## src/rtl/alarm_pkg.sv

```systemverilog
// Shared types and limits for the multi-alarm timekeeper.
//   set_sel_t    : field selector for time/alarm editing
//   ring_state_t : per-channel alarm state
//   inc_wrap     : +1 with wrap to 0 past a limit, no carry out
package alarm_pkg;

  typedef enum logic [1:0] {
    SET_NONE = 2'd0,
    SET_HOUR = 2'd1,
    SET_MIN  = 2'd2,
    SET_SEC  = 2'd3
  } set_sel_t;

  typedef enum logic [1:0] {
    RS_IDLE   = 2'd0,
    RS_RING   = 2'd1,
    RS_SNOOZE = 2'd2
  } ring_state_t;

  localparam int unsigned MAX_SEC  = 59;
  localparam int unsigned MAX_MIN  = 59;
  localparam int unsigned MAX_HOUR = 23;

  function automatic logic [5:0] inc_wrap(input logic [5:0] v, input logic [5:0] lim);
    return (v >= lim) ? 6'd0 : v + 6'd1;
  endfunction

endpackage

```

## src/rtl/alarm_channel.sv

```systemverilog
// One alarm channel: IDLE/RING/SNOOZE state machine with ring and snooze
// second counters.
//   clk, reset     : clock, synchronous active-high reset
//   en             : channel armed; 0 forces IDLE
//   match          : time is rolling onto this channel's hh:mm:00
//   sec_pulse      : 1 Hz tick
//   snooze_edge    : snooze request (RING -> SNOOZE)
//   dismiss_edge   : dismiss request (RING/SNOOZE -> IDLE), beats snooze
//   ringing        : channel is in RING
module alarm_channel
  import alarm_pkg::*;
#(
  parameter int unsigned RING_SEC   = 60,
  parameter int unsigned SNOOZE_MIN = 5
) (
  input  logic clk,
  input  logic reset,
  input  logic en,
  input  logic match,
  input  logic sec_pulse,
  input  logic snooze_edge,
  input  logic dismiss_edge,
  output logic ringing
);

  localparam int unsigned SNZ_TICKS = SNOOZE_MIN * 60;

  ring_state_t r_state;
  logic [7:0]  r_ring_cnt;
  logic [11:0] r_snz_cnt;

  always_ff @(posedge clk) begin
    if (reset) begin
      r_state    <= RS_IDLE;
      r_ring_cnt <= '0;
      r_snz_cnt  <= '0;
    end else if (!en) begin
      r_state <= RS_IDLE;
    end else begin
      case (r_state)
        RS_IDLE: begin
          if (match) begin
            r_state    <= RS_RING;
            r_ring_cnt <= 8'(RING_SEC);
          end
        end
        RS_RING: begin
          if (dismiss_edge) begin
            r_state <= RS_IDLE;
          end else if (snooze_edge) begin
            r_state   <= RS_SNOOZE;
            r_snz_cnt <= 12'(SNZ_TICKS);
          end else if (sec_pulse) begin
            r_ring_cnt <= r_ring_cnt - 8'd1;
            if (r_ring_cnt <= 8'd1) r_state <= RS_IDLE;
          end
        end
        RS_SNOOZE: begin
          if (dismiss_edge) begin
            r_state <= RS_IDLE;
          end else if (sec_pulse) begin
            if (r_snz_cnt <= 12'd1) begin
              r_state    <= RS_RING;
              r_ring_cnt <= 8'(RING_SEC);
              r_snz_cnt  <= '0;
            end else begin
              r_snz_cnt <= r_snz_cnt - 12'd1;
            end
          end
        end
        default: r_state <= RS_IDLE;
      endcase
    end
  end

  assign ringing = (r_state == RS_RING);

endmodule

```

## src/rtl/bin2bcd.sv

```systemverilog
// Combinational binary to two-digit BCD converter (shift-and-add-3).
//   bin : N-bit binary value, 0..99
//   bcd : {tens, ones}
module bin2bcd #(
  parameter int unsigned N = 8
) (
  input  logic [N-1:0] bin,
  output logic [7:0]   bcd
);

  logic [7:0] w_acc;

  always_comb begin
    w_acc = '0;
    for (int unsigned i = 0; i < N; i++) begin
      if (w_acc[3:0] >= 4'd5) w_acc[3:0] = w_acc[3:0] + 4'd3;
      if (w_acc[7:4] >= 4'd5) w_acc[7:4] = w_acc[7:4] + 4'd3;
      w_acc = {w_acc[6:0], bin[N-1-i]};
    end
  end

  assign bcd = w_acc;

endmodule

```

## src/rtl/multi_alarm_timekeeper.sv

```systemverilog
// Timekeeping core: 1 Hz prescaler, hh:mm:ss time of day, NUM_ALARMS hh:mm
// alarms with ring/snooze channels, 12/24 h BCD display.
//   clk, reset          : clock, synchronous active-high reset
//   run                 : time advances on each second tick
//   set_sel             : field being edited (set_sel_t)
//   edit_alarm          : 0 = time target, 1 = alarm[alarm_idx] target
//   alarm_idx           : alarm channel edited/shown
//   add                 : field increment (rising edge)
//   alarm_en            : per-channel arm enable
//   snooze, dismiss     : rising edges act on ringing/snoozing channels
//   mode_12h            : 12 h display when 1
//   hour/min/sec_bcd    : displayed digits; pm = displayed hour >= 12
//   sec_pulse           : one-cycle 1 Hz tick
//   ringing, buzzer     : per-channel RING flags and their OR
module multi_alarm_timekeeper
  import alarm_pkg::*;
#(
  parameter  int unsigned CLK_HZ     = 50_000_000,
  parameter  int unsigned NUM_ALARMS = 4,
  parameter  int unsigned RING_SEC   = 60,
  parameter  int unsigned SNOOZE_MIN = 5,
  localparam int unsigned AW         = (NUM_ALARMS > 1) ? $clog2(NUM_ALARMS) : 1
) (
  input  logic                  clk,
  input  logic                  reset,
  input  logic                  run,
  input  logic [1:0]            set_sel,
  input  logic                  edit_alarm,
  input  logic [AW-1:0]         alarm_idx,
  input  logic                  add,
  input  logic [NUM_ALARMS-1:0] alarm_en,
  input  logic                  snooze,
  input  logic                  dismiss,
  input  logic                  mode_12h,
  output logic [7:0]            hour_bcd,
  output logic [7:0]            min_bcd,
  output logic [7:0]            sec_bcd,
  output logic                  pm,
  output logic                  sec_pulse,
  output logic [NUM_ALARMS-1:0] ringing,
  output logic                  buzzer
);

  localparam int unsigned PW = (CLK_HZ > 1) ? $clog2(CLK_HZ) : 1;

  set_sel_t w_sel;
  assign w_sel = set_sel_t'(set_sel);

  // Edge detectors: sample, then compare against the previous sample
  logic r_add_cur, r_add_prev, r_snz_cur, r_snz_prev, r_dis_cur, r_dis_prev;
  logic w_add_edge, w_snz_edge, w_dis_edge;

  always_ff @(posedge clk) begin
    if (reset) begin
      r_add_cur  <= 1'b0;
      r_add_prev <= 1'b0;
      r_snz_cur  <= 1'b0;
      r_snz_prev <= 1'b0;
      r_dis_cur  <= 1'b0;
      r_dis_prev <= 1'b0;
    end else begin
      r_add_cur  <= add;
      r_add_prev <= r_add_cur;
      r_snz_cur  <= snooze;
      r_snz_prev <= r_snz_cur;
      r_dis_cur  <= dismiss;
      r_dis_prev <= r_dis_cur;
    end
  end

  assign w_add_edge = r_add_cur & ~r_add_prev;
  assign w_snz_edge = r_snz_cur & ~r_snz_prev;
  assign w_dis_edge = r_dis_cur & ~r_dis_prev;

  // Prescaler; held at 0 while stopped or while the time is being edited
  logic [PW-1:0] r_pre;
  logic          w_time_edit;
  logic          w_sec_pulse;

  assign w_time_edit = (w_sel != SET_NONE) && !edit_alarm;
  assign w_sec_pulse = run && !w_time_edit && (r_pre == PW'(CLK_HZ - 1));

  always_ff @(posedge clk) begin
    if (reset || !run || w_time_edit) r_pre <= '0;
    else if (w_sec_pulse)             r_pre <= '0;
    else                              r_pre <= r_pre + 1'b1;
  end

  // Time of day
  logic [4:0] r_hour, w_nhour;
  logic [5:0] r_min,  w_nmin;
  logic [5:0] r_sec,  w_nsec;

  always_comb begin
    w_nsec  = inc_wrap(r_sec, 6'(MAX_SEC));
    w_nmin  = r_min;
    w_nhour = r_hour;
    if (r_sec == 6'(MAX_SEC)) begin
      w_nmin = inc_wrap(r_min, 6'(MAX_MIN));
      if (r_min == 6'(MAX_MIN)) w_nhour = 5'(inc_wrap(6'(r_hour), 6'(MAX_HOUR)));
    end
  end

  always_ff @(posedge clk) begin
    if (reset) begin
      r_hour <= '0;
      r_min  <= '0;
      r_sec  <= '0;
    end else if (w_sec_pulse) begin
      r_hour <= w_nhour;
      r_min  <= w_nmin;
      r_sec  <= w_nsec;
    end else if (w_add_edge && w_time_edit) begin
      case (w_sel)
        SET_HOUR: r_hour <= 5'(inc_wrap(6'(r_hour), 6'(MAX_HOUR)));
        SET_MIN:  r_min  <= inc_wrap(r_min, 6'(MAX_MIN));
        SET_SEC:  r_sec  <= inc_wrap(r_sec, 6'(MAX_SEC));
        default:  ;
      endcase
    end
  end

  // Alarm registers; out-of-range index falls back to channel 0
  logic [4:0]    r_al_hour [NUM_ALARMS];
  logic [5:0]    r_al_min  [NUM_ALARMS];
  logic [AW-1:0] w_idx;

  assign w_idx = (32'(alarm_idx) < NUM_ALARMS) ? alarm_idx : '0;

  always_ff @(posedge clk) begin
    if (reset) begin
      for (int unsigned k = 0; k < NUM_ALARMS; k++) begin
        r_al_hour[k] <= '0;
        r_al_min[k]  <= '0;
      end
    end else if (w_add_edge && edit_alarm) begin
      case (w_sel)
        SET_HOUR: r_al_hour[w_idx] <= 5'(inc_wrap(6'(r_al_hour[w_idx]), 6'(MAX_HOUR)));
        SET_MIN:  r_al_min[w_idx]  <= inc_wrap(r_al_min[w_idx], 6'(MAX_MIN));
        default:  ;
      endcase
    end
  end

  // Channels: match only on the tick that rolls onto hh:mm:00
  logic [NUM_ALARMS-1:0] w_match;

  for (genvar k = 0; k < NUM_ALARMS; k++) begin : g_ch
    assign w_match[k] = w_sec_pulse && (w_nsec == 6'd0) &&
                        (w_nmin == r_al_min[k]) && (w_nhour == r_al_hour[k]);

    alarm_channel #(
      .RING_SEC   (RING_SEC),
      .SNOOZE_MIN (SNOOZE_MIN)
    ) u_ch (
      .clk          (clk),
      .reset        (reset),
      .en           (alarm_en[k]),
      .match        (w_match[k]),
      .sec_pulse    (w_sec_pulse),
      .snooze_edge  (w_snz_edge),
      .dismiss_edge (w_dis_edge),
      .ringing      (ringing[k])
    );
  end

  assign buzzer    = |ringing;
  assign sec_pulse = w_sec_pulse;

  // Display path
  logic [4:0] w_disp_hour, w_hour12, w_hour_show;
  logic [5:0] w_disp_min, w_disp_sec;
  logic [7:0] w_hour_bin, w_min_bin, w_sec_bin;

  assign w_disp_hour = edit_alarm ? r_al_hour[w_idx] : r_hour;
  assign w_disp_min  = edit_alarm ? r_al_min[w_idx]  : r_min;
  assign w_disp_sec  = edit_alarm ? 6'd0             : r_sec;

  always_comb begin
    w_hour12 = w_disp_hour;
    if (w_disp_hour == 5'd0)       w_hour12 = 5'd12;
    else if (w_disp_hour > 5'd12)  w_hour12 = w_disp_hour - 5'd12;
  end

  assign w_hour_show = mode_12h ? w_hour12 : w_disp_hour;
  assign pm          = (w_disp_hour >= 5'd12);

  assign w_hour_bin = {3'b000, w_hour_show};
  assign w_min_bin  = {2'b00, w_disp_min};
  assign w_sec_bin  = {2'b00, w_disp_sec};

  bin2bcd #(.N(8)) u_bcd_hour (.bin(w_hour_bin), .bcd(hour_bcd));
  bin2bcd #(.N(8)) u_bcd_min  (.bin(w_min_bin),  .bcd(min_bcd));
  bin2bcd #(.N(8)) u_bcd_sec  (.bin(w_sec_bin),  .bcd(sec_bcd));

endmodule

```

## config.mk

```make
export PLATFORM = sky130hd
export DESIGN_NAME = multi_alarm_timekeeper
export DESIGN_NICKNAME = d
export VERILOG_FILES = /design/src/rtl/alarm_pkg.sv /design/src/rtl/alarm_channel.sv /design/src/rtl/bin2bcd.sv /design/src/rtl/multi_alarm_timekeeper.sv
export SDC_FILE = /design/constraint.sdc
export NUM_CORES = 1
export LEC_CHECK = 0
export BUFFER_PORTS_ARGS = -buffer_cell sky130_fd_sc_hd__buf_2
export CAP_MARGIN = 20
export CORE_ASPECT_RATIO = 1.1
export CORE_UTILIZATION = 56
export DETAILED_ROUTE_END_ITERATION = 12
export PLACE_DENSITY = 0.78
export REMOVE_ABC_BUFFERS = 1
export SETUP_SLACK_MARGIN = 0.15
export SLEW_MARGIN = 15
export SYNTH_ARGS = -nofsm -noshare
export SYNTH_HDL_FRONTEND = slang
export SYNTH_SLANG_ARGS = --single-unit
```

## constraint.sdc

```tcl
create_clock -name clk -period 5.2 [get_ports clk]
set_input_delay 0.78 -clock clk [delete_from_list [all_inputs] [get_ports clk]]
set_output_delay 0.78 -clock clk [all_outputs]
set_load 0.1 [all_outputs]
```

==> results.md <==
Placement:
- The half-perimeter wire length after detailed placement is 22,200 µm.
- The pre-CTS setup slack is -430 ps.
- Routability-driven placement finished with a final weighted congestion of 0.910.
- Input and output buffers added on the ports amount to 42.

Floorplan:
- The starting utilization of the core area is 57.7%.
- The die covers 22,000 µm².
- The die span in y is 155 µm.
- The number of placement rows is 55.
- The count of boundary I/O pins is 47.
- The width of the die is 142 µm.
- The area inside the core boundary is 20,800 µm².

STA:
- The minimum period implied by the final worst setup slack is 5100 ps.
- The setup violation total in the final timing report is 0.
- Setup repair after global routing could not meet its margin everywhere.
- The final-report hold violation count is 0.
- The slew at the pin closest to its max-slew limit is 965 ps.
- The final critical path takes up 98.1% of the cycle.
- The worst path meets setup with 101 ps of slack.
- The final-report max-slew violation count is 0.
- The worst pin sits at a relative slew slack of 35.5%.
- Derived from the worst setup path, the maximum achievable clock frequency is 196 MHz.
- The worst clock skew is 9.99 ps.

Routing:
- The detailed-route DRC error count is 0.
- The detail route stage leaves a number of antenna-violating nets equal to 0.
- After detailed routing, the number of vias per cell comes to 6.23.
- Dividing the detail-routed wire length by the instance count gives 17.3 µm.
- The detailed router placed 11.3k vias in this run.
- The detailed router finished its first iteration with 1,152 violations.
- The total iterations of the first detailed-routing run is 6.
- Wires add up to 31,300 µm.

Layout:
- The number of fill cells in the layout is 1,680.
- The net count of the finished layout is 1,572.
- Summing all multi-input logic gate instances after layout gives 7620 µm².
- The area growth from synthesis to layout is 14.8%.
- Cells fill 66.2% of the core in the end.
- The fraction of final layout cells with drive strength greater than 1 is 14.3%.
- The sequential cells in the finished layout cover a total of 4070 µm².
- The final antenna diode count is 0.

Yosys:
- Counting flops with a built-in enable in the synthesized netlist gives 44.
- The Yosys step of the flow raised 0 warnings.
- The synthesized area divided by synthesized cell count is 8.22 µm².
- After technology mapping, the gate count stands at 1,458.
- The synthesized design contains 181 register bits.
- The share of Yosys cell area claimed by the top area cell type is 22.9%.
- In the synthesized netlist, the cells that appear most often are nor2_1 (192), dfxtp_1 (137), nand2_1 (118), a21oi_1 (76), o21ai_0 (71).
- The synthesized netlist contains 92 unique library cells.
- By area the synthesized netlist is led by dfxtp_1 (23%), edfxtp_1 (11%), nor2_1 (6.0%), ha_1 (4.3%), nand2_1 (3.7%).
- Among all cell types in the netlist, the one instantiated most often is nor2_1.
- In this run the cell area of the synthesized design comes to 12,000 µm².
- The most instantiated flip-flop cell in the synthesis netlist is dfxtp_1.
- The share of synthesized area occupied by flip-flops and latches is 33.9%.
- The cell type with the highest aggregate area in the netlist is dfxtp_1.
- After synthesis, the share of flip-flops with an asynchronous set or reset is 0%.

Worst hold path:
- Along the worst hold path, the cell count comes to 2.
- The min-delay analysis places its worst path in the category reg -> reg.

Setup path:
- For the worst setup path, the data arrival time is 4320 ps.
- The type of the worst setup path is reg -> out.
- The maximum fanout count along the critical path is 4.
- The worst setup path is captured at a primary output.
- STA puts the critical path data required time at 4420 ps.
- Measured in cells, the most critical reg-to-reg path has a length of 9.
- The critical path launch point type is a flip-flop.

Power and ir drop:
- Dividing total power by cell area gives a power density of 243 nW/µm².
- The maximum vdd ir drop is 0.211 mV.
- For this design the static power due to leakage is 5.17 nW.

Global route:
- After global routing the overflow that remains totals 0.
- The number of global-route vias before repair was 10.3k.
- The overall fraction of global-route tracks in use is 28.4%.
- The number of antenna violations at the first check in global routing is 0.
- The first-pass GRT wire length is 50,400 µm.
- Entering global routing, the biggest net connects 67 pins.

Clocking:
- The hold-fix buffer count after cts is 0.
- Counting every sink on the clock net gives 181.
- The number of buffers added by the clock tree synthesis step is 17.
- The number of H-tree levels is 4.
- The root buffer cell chosen for the clock tree is clkbuf_16.
- The TritonCTS clock tree is yes.
- After clock tree synthesis, the clock-pin slew on the worst setup and hold paths is 80 ps.
- The buffer levels on the longest clock path is 2.
- The worst-skew pair later-pin latency is 450 ps.

Run status:
- The flow ran to the end, and the final reports show no timing, DRC or antenna violations.

Flow run:
- The max-capacitance violation count is 0.
## area by class of cell
type | instances | share of cell area (%)
clock buffers | 17 | 3.09
clock inverters | 15 | 1.20
inverters | 71 | 1.96
multi-input cells | 1146 | 55.4
flip-flops and latches | 181 | 29.5
well taps | 285 | 2.59
repair buffers | 98 | 6.24
## cell usage in the layout, fill, tap and decap left out, types with 21 or more instances in the layout
cell,Yosys,layout
nand4_1,26,26
xor2_1,45,44
nand2_1,118,117
and3_1,22,21
nor2_1,192,191
a21oi_1,76,74
o21ai_0,71,67
buf_2,10,28
nor2b_1,31,30
nor4_1,35,35
ha_1,41,32
nand2b_1,22,21
nor3_1,56,56
xnor2_1,48,44
dfxtp_1,137,136
buf_4,11,55
edfxtp_1,44,44
inv_1,69,65
nand3_1,55,55
## power by group
group / switching (W) / internal (W)
Sequential: 0.0000186 / 0.00145
Clock: 0.000646 / 0.000644
Combinational: 0.000364 / 0.000221
## state kept, by name, summed over array words and instances (netlist names)
name,flops
r_dis_cur,1
r_snz_prev,1
r_snz_cur,1
r_al_hour,20
r_hour,5
r_pre,26
g_ch.u_ch.r_snz_cnt,48
r_al_min,24
r_min,6
g_ch.u_ch.r_ring_cnt,32
r_dis_prev,1
g_ch.u_ch.r_state,8
r_sec,6
r_add_prev,1
r_add_cur,1
## final timing paths
kind | startpoint | to | slack, ps
min | g_ch[2].u_ch.r_snz_cnt[5]$_SDFFE_PP0P_ | g_ch[2].u_ch.r_snz_cnt[5]$_SDFFE_PP0P_ | 450
max reg2reg | r_min[0]$_SDFFE_PP0P_ | g_ch[3].u_ch.r_ring_cnt[2]$_SDFFE_PP0P_ | 940
max | r_al_min[2][4]$_SDFFCE_PN0P_ | min_bcd[4] | 100
min reg2reg | g_ch[2].u_ch.r_snz_cnt[5]$_SDFFE_PP0P_ | g_ch[2].u_ch.r_snz_cnt[5]$_SDFFE_PP0P_ | 450
## critical path, stage by stage (launching register included)
cell and delay [ps]:
edfxtp_1 480, mux4_2 550, mux2i_4 200, buf_4 170
ha_2 180, and3b_1 180, a311oi_2 60, buf_4 170
buf_4 130, buf_4 140, mux2i_2 320, a21boi_4 110
xnor2_2 180, buf_4 150, buf_4 130, a21oi_2 170
nand3b_1 110, o21ai_1 180, clkbuf_16 250
## per-layer routing
layer / track usage [%] / wire length, µm / part of all wire [%]
met1: 36.4 / 13300 / 42
met2: 47.4 / 15000 / 48
met3: 4.80 / 1920 / 6.1
met4: 12.2 / 1130 / 3.6
met5: 0 / 0 / 0
## cells by family after synthesis
family | count (synthesis) | share of synthesized area [%]
flip-flops | 181 | 33.9
AO/OA/AOI/OAI | 326 | 18.4
AND/OR/NAND/NOR | 636 | 26.8
XOR/XNOR | 93 | 6.79
buffers and inverters | 134 | 4.69
adder cells (fa/ha/maj) | 41 | 4.28
multiplexers | 46 | 5.19
other | 1 | 0.0313
## metrics by stage
| step | setup TNS, ps | power, W | hold slack (ps) | instances | instance area [µm²] |
|---|---|---|---|---|---|
| CTS | 0 | 0.00331 | 456 | 1804 | 13500 |
| global placement | -227 | 0.00200 | 446 | 1761 | 12700 |
| floorplan | -6840 | 0.00182 | 425 | 1398 | 11700 |
| detailed placement | -1460 | 0.00201 | 446 | 1761 | 12700 |
| global route | -2.50 | 0.00344 | 466 | 1813 | 13800 |
| finish | 0 | 0.00335 | 455 | 1813 | 13800 |
## what timing repair did
item	4_1_cts	5_1_grt
buffers inserted	11	8
setup endpoints to repair	8	11
pin swaps	7	12
gates resized for setup	30	36
gates cloned	0	0
(Power assumes the default switching activity.)
